### src/rtl/mdu_iter_ctrl_if.sv
// Core <-> multiply/divide unit command and result bundle.
// master = core/decoder side, slave = mdu_iter_ctrl.
interface mdu_iter_ctrl_if #(
  parameter int WIDTH = 32
);
  logic             mult_en;
  logic             div_en;
  logic             unsigned_instr;
  logic [WIDTH-1:0] src_a;
  logic [WIDTH-1:0] src_b;
  logic             hi_wr;
  logic             lo_wr;
  logic [WIDTH-1:0] wdata;
  logic             mf_rd;
  logic             flush;
  logic [WIDTH-1:0] hi;
  logic [WIDTH-1:0] lo;
  logic             busy;
  logic             done;
  logic             stall;

  modport master (
    output mult_en, div_en, unsigned_instr,
    output src_a, src_b,
    output hi_wr, lo_wr, wdata,
    output mf_rd, flush,
    input  hi, lo, busy, done, stall
  );

  modport slave (
    input  mult_en, div_en, unsigned_instr,
    input  src_a, src_b,
    input  hi_wr, lo_wr, wdata,
    input  mf_rd, flush,
    output hi, lo, busy, done, stall
  );
endinterface

### src/rtl/mdu_iter_ctrl.sv
// Iterative shift-add multiplier / restoring divider owning HI/LO.
// Define MDU_FAST_MUL_EN for a single-cycle full-width multiply.
module mdu_iter_ctrl #(
  parameter int WIDTH = 32
) (
  input logic clk,
  input logic rst_n,
  mdu_iter_ctrl_if.slave bus
);
  localparam int CNT_W = $clog2(WIDTH) + 1;
  localparam int W2    = 2 * WIDTH;

  typedef enum logic [1:0] {IDLE, MUL, DIV, FIX} state_t;

  state_t           state_q, state_d;
  logic [CNT_W-1:0] cnt_q, cnt_d;
  logic [W2-1:0]    acc_q, acc_d;
  logic [WIDTH:0]   rem_q, rem_d;
  logic [WIDTH-1:0] opb_q, opb_d;
  logic [WIDTH-1:0] hi_q, hi_d;
  logic [WIDTH-1:0] lo_q, lo_d;
  logic             negq_q, negq_d;
  logic             negr_q, negr_d;
  logic             isdiv_q, isdiv_d;
  logic             dz_q, dz_d;
  logic             done_q, done_d;

  logic             sa, sb;
  logic [WIDTH-1:0] mag_a, mag_b;
  logic [WIDTH:0]   msum;
  logic [WIDTH:0]   dshift;
  logic [WIDTH+1:0] ddiff;
  logic             dge;
  logic [WIDTH-1:0] quo, rem;

  assign sa    = ~bus.unsigned_instr & bus.src_a[WIDTH-1];
  assign sb    = ~bus.unsigned_instr & bus.src_b[WIDTH-1];
  assign mag_a = sa ? -bus.src_a : bus.src_a;
  assign mag_b = sb ? -bus.src_b : bus.src_b;

  assign msum = {1'b0, acc_q[W2-1:WIDTH]}
              + {1'b0, (acc_q[0] ? opb_q : '0)};

  // Remainder is provably < divisor, so the top bit of the
  // extended difference is a clean borrow flag.
  assign dshift = {rem_q[WIDTH-1:0], acc_q[WIDTH-1]};
  assign ddiff  = {rem_q, acc_q[WIDTH-1]} - {2'b00, opb_q};
  assign dge    = ~ddiff[WIDTH+1];

  assign quo = acc_q[WIDTH-1:0];
  assign rem = rem_q[WIDTH-1:0];

`ifdef MDU_FAST_MUL_EN
  logic [W2-1:0] ext_a, ext_b, fast_prod;
  assign ext_a     = {{WIDTH{sa}}, bus.src_a};
  assign ext_b     = {{WIDTH{sb}}, bus.src_b};
  assign fast_prod = ext_a * ext_b;
`endif

  always_comb begin
    state_d = state_q;
    cnt_d   = cnt_q;
    acc_d   = acc_q;
    rem_d   = rem_q;
    opb_d   = opb_q;
    hi_d    = hi_q;
    lo_d    = lo_q;
    negq_d  = negq_q;
    negr_d  = negr_q;
    isdiv_d = isdiv_q;
    dz_d    = dz_q;
    done_d  = 1'b0;
    case (state_q)
      IDLE: begin
        if (bus.flush) begin
          state_d = IDLE;
        end else if (bus.mult_en) begin
          isdiv_d = 1'b0;
          dz_d    = 1'b0;
`ifdef MDU_FAST_MUL_EN
          acc_d   = fast_prod;
          negq_d  = 1'b0;
          negr_d  = 1'b0;
          state_d = FIX;
`else
          acc_d   = {{WIDTH{1'b0}}, mag_b};
          opb_d   = mag_a;
          negq_d  = sa ^ sb;
          negr_d  = sa;
          cnt_d   = CNT_W'(WIDTH);
          state_d = MUL;
`endif
        end else if (bus.div_en) begin
          isdiv_d = 1'b1;
          negq_d  = sa ^ sb;
          negr_d  = sa;
          rem_d   = '0;
          opb_d   = mag_b;
          cnt_d   = CNT_W'(WIDTH);
          if (bus.src_b == '0) begin
            dz_d    = 1'b1;
            acc_d   = {{WIDTH{1'b0}}, bus.src_a};
            state_d = FIX;
          end else begin
            dz_d    = 1'b0;
            acc_d   = {{WIDTH{1'b0}}, mag_a};
            state_d = DIV;
          end
        end else begin
          if (bus.hi_wr) hi_d = bus.wdata;
          if (bus.lo_wr) lo_d = bus.wdata;
        end
      end
      MUL: begin
        if (bus.flush) begin
          state_d = IDLE;
        end else begin
          acc_d = {msum, acc_q[WIDTH-1:1]};
          cnt_d = cnt_q - CNT_W'(1);
          if (cnt_q == CNT_W'(1)) state_d = FIX;
        end
      end
      DIV: begin
        if (bus.flush) begin
          state_d = IDLE;
        end else begin
          acc_d = {acc_q[W2-1:WIDTH], acc_q[WIDTH-2:0], dge};
          rem_d = dge ? ddiff[WIDTH:0] : dshift;
          cnt_d = cnt_q - CNT_W'(1);
          if (cnt_q == CNT_W'(1)) state_d = FIX;
        end
      end
      FIX: begin
        state_d = IDLE;
        if (!bus.flush) begin
          done_d = 1'b1;
          if (!isdiv_q) begin
            {hi_d, lo_d} = negq_q ? -acc_q : acc_q;
          end else if (dz_q) begin
            lo_d = '1;
            hi_d = quo;
          end else begin
            lo_d = negq_q ? -quo : quo;
            hi_d = negr_q ? -rem : rem;
          end
        end
      end
      default: state_d = IDLE;
    endcase
  end

  always_ff @(posedge clk) begin
    if (!rst_n) begin
      state_q <= IDLE;
      cnt_q   <= '0;
      acc_q   <= '0;
      rem_q   <= '0;
      opb_q   <= '0;
      hi_q    <= '0;
      lo_q    <= '0;
      negq_q  <= 1'b0;
      negr_q  <= 1'b0;
      isdiv_q <= 1'b0;
      dz_q    <= 1'b0;
      done_q  <= 1'b0;
    end else begin
      state_q <= state_d;
      cnt_q   <= cnt_d;
      acc_q   <= acc_d;
      rem_q   <= rem_d;
      opb_q   <= opb_d;
      hi_q    <= hi_d;
      lo_q    <= lo_d;
      negq_q  <= negq_d;
      negr_q  <= negr_d;
      isdiv_q <= isdiv_d;
      dz_q    <= dz_d;
      done_q  <= done_d;
    end
  end

  assign bus.hi    = hi_q;
  assign bus.lo    = lo_q;
  assign bus.busy  = (state_q != IDLE);
  assign bus.done  = done_q;
  assign bus.stall = bus.busy & (bus.mult_en | bus.div_en
                   | bus.mf_rd | bus.hi_wr | bus.lo_wr);
endmodule

### src/flat_wrapper.sv
// flat-port wrapper written by rule: the top's interface ports become plain ports
module mdu_iter_ctrl_flat 
#(
  parameter int WIDTH = 32
)
  (clk, rst_n, bus_mult_en, bus_div_en, bus_unsigned_instr, bus_src_a, bus_src_b, bus_hi_wr, bus_lo_wr, bus_wdata, bus_mf_rd, bus_flush, bus_hi, bus_lo, bus_busy, bus_done, bus_stall);
  mdu_iter_ctrl_if #(.WIDTH(WIDTH)) bus_i ();
  input logic clk;
  input logic rst_n;
  input wire logic [$bits(bus_i.mult_en)-1:0] bus_mult_en;
  input wire logic [$bits(bus_i.div_en)-1:0] bus_div_en;
  input wire logic [$bits(bus_i.unsigned_instr)-1:0] bus_unsigned_instr;
  input wire logic [$bits(bus_i.src_a)-1:0] bus_src_a;
  input wire logic [$bits(bus_i.src_b)-1:0] bus_src_b;
  input wire logic [$bits(bus_i.hi_wr)-1:0] bus_hi_wr;
  input wire logic [$bits(bus_i.lo_wr)-1:0] bus_lo_wr;
  input wire logic [$bits(bus_i.wdata)-1:0] bus_wdata;
  input wire logic [$bits(bus_i.mf_rd)-1:0] bus_mf_rd;
  input wire logic [$bits(bus_i.flush)-1:0] bus_flush;
  output wire logic [$bits(bus_i.hi)-1:0] bus_hi;
  output wire logic [$bits(bus_i.lo)-1:0] bus_lo;
  output wire logic [$bits(bus_i.busy)-1:0] bus_busy;
  output wire logic [$bits(bus_i.done)-1:0] bus_done;
  output wire logic [$bits(bus_i.stall)-1:0] bus_stall;
  assign bus_i.mult_en = bus_mult_en;
  assign bus_i.div_en = bus_div_en;
  assign bus_i.unsigned_instr = bus_unsigned_instr;
  assign bus_i.src_a = bus_src_a;
  assign bus_i.src_b = bus_src_b;
  assign bus_i.hi_wr = bus_hi_wr;
  assign bus_i.lo_wr = bus_lo_wr;
  assign bus_i.wdata = bus_wdata;
  assign bus_i.mf_rd = bus_mf_rd;
  assign bus_i.flush = bus_flush;
  assign bus_hi = bus_i.hi;
  assign bus_lo = bus_i.lo;
  assign bus_busy = bus_i.busy;
  assign bus_done = bus_i.done;
  assign bus_stall = bus_i.stall;
  mdu_iter_ctrl #(.WIDTH(WIDTH)) u_core (.clk(clk), .rst_n(rst_n), .bus(bus_i));
endmodule
### config.mk
export PLATFORM = sky130hd
export DESIGN_NAME = mdu_iter_ctrl_flat
export DESIGN_NICKNAME = d
export VERILOG_FILES = /design/src/rtl/mdu_iter_ctrl_if.sv /design/src/rtl/mdu_iter_ctrl.sv /design/src/flat_wrapper.sv
export SDC_FILE = /design/constraint.sdc
export NUM_CORES = 1
export LEC_CHECK = 0
export CORE_ASPECT_RATIO = 0.9
export CORE_MARGIN = 2
export CORE_UTILIZATION = 55
export CTS_CLUSTER_DIAMETER = 30
export DETAILED_ROUTE_END_ITERATION = 8
export MAX_ROUTING_LAYER = met4
export PLACE_DENSITY = 0.78
export SLEW_MARGIN = 20
export SYNTH_ARGS = -nofsm -noshare
export SYNTH_HDL_FRONTEND = slang
export SYNTH_SLANG_ARGS = --single-unit
### constraint.sdc
create_clock -name clk -period 4.4 [get_ports clk]
set_input_delay 0.88 -clock clk [delete_from_list [all_inputs] [get_ports clk]]
set_output_delay 0.88 -clock clk [all_outputs]
set_load 0.05 [all_outputs]
==> impl_metrics.tcl <==
set metrics [dict create \
    postCtsSetupBuffers 0 \
    drtAntennaViolNets 0 \
    nFillCells 2535 \
    cp.arrival_ps 4360 \
    synthArstFlopShare_pct 0 \
    worst_slew_pin_slew_ps 1050 \
    final.period_utilization_pct 89.6 \
    die_width_um 187 \
    synth-warning-count 0 \
    slew_headroom_pct 29.4 \
    drive_gt1_share_pct 7.36 \
    synth-main-ff-cell "dfxtp_1" \
    antenna_found_initial 0 \
    cts_hold_buf 0 \
    end_kind "flip-flop" \
    min_path_type "reg -> reg" \
    synthesis.nets 2385 \
    cts_buffers 45 \
    netlist_instances 2204 \
    gp_congestion 1.07 \
    yosysSeqAreaShare_pct 24.9 \
    skew_ps 16.1 \
    synth_edf_count 0 \
    p_per_area_nw_per_um2 364 \
    num_rows 60 \
    die_height_um 169 \
    yosys-top-cells-area "dfxtp_1 (25%), xnor2_1 (7.7%), a21oi_1 (6.3%)" \
    design.core.area_um2 29700 \
    startpoint_type "flip-flop" \
    rsz0062_at_grt "no" \
    p_total_w 0.00730 \
    cp_cell_sequence "inv_1 -> ha_1 -> a21oi_1 -> a21oi_1 -> nor4_1 -> nand2b_1 -> o21ai_0 -> a21oi_1 -> mux2_2 -> buf_4 -> mux2i_1 -> o21ai_0" \
    timing.rr.start "u_core.opb_q[19]$_SDFFE_PN0P_" \
    synth_top_cell_area_share_pct 24.9 \
    cp.required_ps 4810 \
    drt-initial-drc-count 2665 \
    firstDrtPassIters 9 \
    clock_path_buffers 3 \
    synth_largest_area_cell "dfxtp_1" \
    crit_fanout 41 \
    htree_levels 2 \
    start_util_pct 55.7 \
    wl_per_cell_um 24.2 \
    ys_types 83 \
    cp_slowest_cell "mux2_2" \
    finalSetupTns_ps 0 \
    p_leak_nw 7.76 \
    synthToLayoutAreaGrowth_pct 21.3 \
    grt_pass1_vias 16700 \
    grt_max_degree 55 \
    vias 18700 \
    finalCriticalPeriod_ps 3940 \
    ir_worst_vdd_v 0.000288 \
    cts.sinks 206 \
    clk_transition_reported_paths_ps 50 \
    fmax_ghz 0.254 \
    critical-path-max-stage-delay_ps 490 \
    ctsResizeCount 0 \
    clkLatencyLatePin_ps 550 \
    setup_violations 0 \
    grtUsageTotal_pct 42.0 \
    dp_hpwl_um 51100 \
    cts_tree "yes" \
    synth_area_um2 16500 \
    worstSetupPathType "reg -> reg" \
    grt_overflow 0 \
    max_cap_violations 0 \
    hp-start "u_core.bus.hi[31]$_SDFFE_PN0P_" \
    grt_pass1_wl_um 100000 \
    vias_per_cell 6.78 \
    num_io_pins 172 \
    drc 0 \
    die_area_um2 31500 \
    nets 2496 \
    dp_slack_ps 346 \
    ys_ff_latch 206 \
    status "finished clean" \
    drv_slew 0 \
    cts-root-buf "clkbuf_16" \
    cpMostUsedCell "a21oi_1" \
    avgSynthCellArea_um2 7.51 \
    finalHoldViolations 0 \
    startpoint "u_core.opb_q[19]$_SDFFE_PN0P_" \
    setup_ws_ps 456 \
    drt-total-wl_um 66600 \
    io_buffers 171 \
]
## worst max-delay path, delay by kind of cell, from the launching register on
kind | cells | cell delay (ps)
compound gates | 5 | 960
buf+inv | 2 | 640
mux | 2 | 710
fa+ha+maj | 1 | 440
simple gates | 2 | 560
flops | 1 | 460
## cell usage after synthesis (22+ instances only)
cell,count
a21o_1,34
a21oi_1,208
a221oi_1,44
a22oi_1,23
clkbuf_1,144
dfxtp_1,206
ha_1,74
inv_1,67
mux2i_1,22
nand2_1,191
nand2b_1,24
nand3_1,52
nor2_1,203
nor3_1,35
o21ai_0,176
o221ai_1,32
o31ai_1,41
or3_1,29
xnor2_1,145
xor2_1,88
## state kept, by name, summed over array words and instances, names as in the netlist, 2 cells and up
name and cells:
u_core.bus.hi 32, u_core.acc_q 64, u_core.bus.lo 32, u_core.state_q 2, u_core.rem_q 33, u_core.cnt_q 6, u_core.opb_q 32
## layout by cell type (no fill, tap or decap), drive strengths merged, types with 14 or more instances in the layout
cell type,Yosys,layout
a21o,34,34
a21oi,208,208
a221oi,44,44
a222oi,20,20
a22o,14,14
a22oi,23,23
and3,16,16
buf,15,54
clkbuf,145,49
clkdlybuf4s50,0,170
dfxtp,206,206
ha,74,74
inv,69,81
mux2i,22,22
nand2,191,191
nand2b,24,24
nand3,52,52
nand4,14,14
nor2,203,203
nor2b,15,15
nor3,36,36
nor4,19,19
o211ai,15,15
o21ai,179,179
o221ai,32,32
o311ai,16,16
o31ai,43,43
o41ai,20,20
or3,30,30
or4,25,25
xnor2,145,145
xor2,88,88
## layout make-up
class | count | area, um^2 | area share (%)
diodes | 1 | 2.50 | 0.0125
clock buffers | 49 | 1170 | 5.83
repair buffers | 224 | 2110 | 10.5
well taps | 403 | 504 | 2.51
clock inverters | 32 | 358 | 1.78
inverters | 71 | 267 | 1.33
multi-input cells | 1767 | 11500 | 57.5
flip-flops and latches | 206 | 4130 | 20.5
## worst paths after layout
path	endpoint	slack (ps)	cells after the start
setup / recovery	u_core.rem_q[3]$_SDFFE_PN0P_	460	12
hold / removal	u_core.bus.hi[31]$_SDFFE_PN0P_	440	2
setup reg to reg	u_core.rem_q[3]$_SDFFE_PN0P_	460	12
hold reg to reg	u_core.bus.hi[31]$_SDFFE_PN0P_	440	2
## per-layer routing
metal	up-vias	wire length, um	GRT usage [%]
met5	-	0	-
met4	0	3460	19.9
met3	216	8780	8.85
met2	1328	26700	57.6
met1	8740	27700	58.5
li1	8390	-	-
## through the flow
stage          util [%]  hold WS (ps)  instance area (um^2)  instances
6_report           67.5           439                 20100       2753
5_1_grt            67.5           468                 20100       2752
4_1_cts            67.5           441                 20100       2752
3_5_place_dp       62.4           435                 18500       2671
3_3_place_gp       62.4           438                 18500       2671
2_1_floorplan         -           432                 16500       2204
## where the power goes
part | switching (W) | internal, W | total [W]
sequential | 0.000189 | 0.00198 | 0.00216
combinational | 0.00108 | 0.000637 | 0.00172
clock | 0.00122 | 0.00220 | 0.00341
## logic make-up after synthesis
kind of cell / synth area share [%]
buffers and inverters: 5.38
flip-flops: 24.9
AND/OR/NAND/NOR: 19.3
adder cells (fa/ha/maj): 5.84
XOR/XNOR: 12.3
multiplexers: 1.53
AO/OA/AOI/OAI: 30.7
No activity file was read; power rests on OpenSTA's default activity.
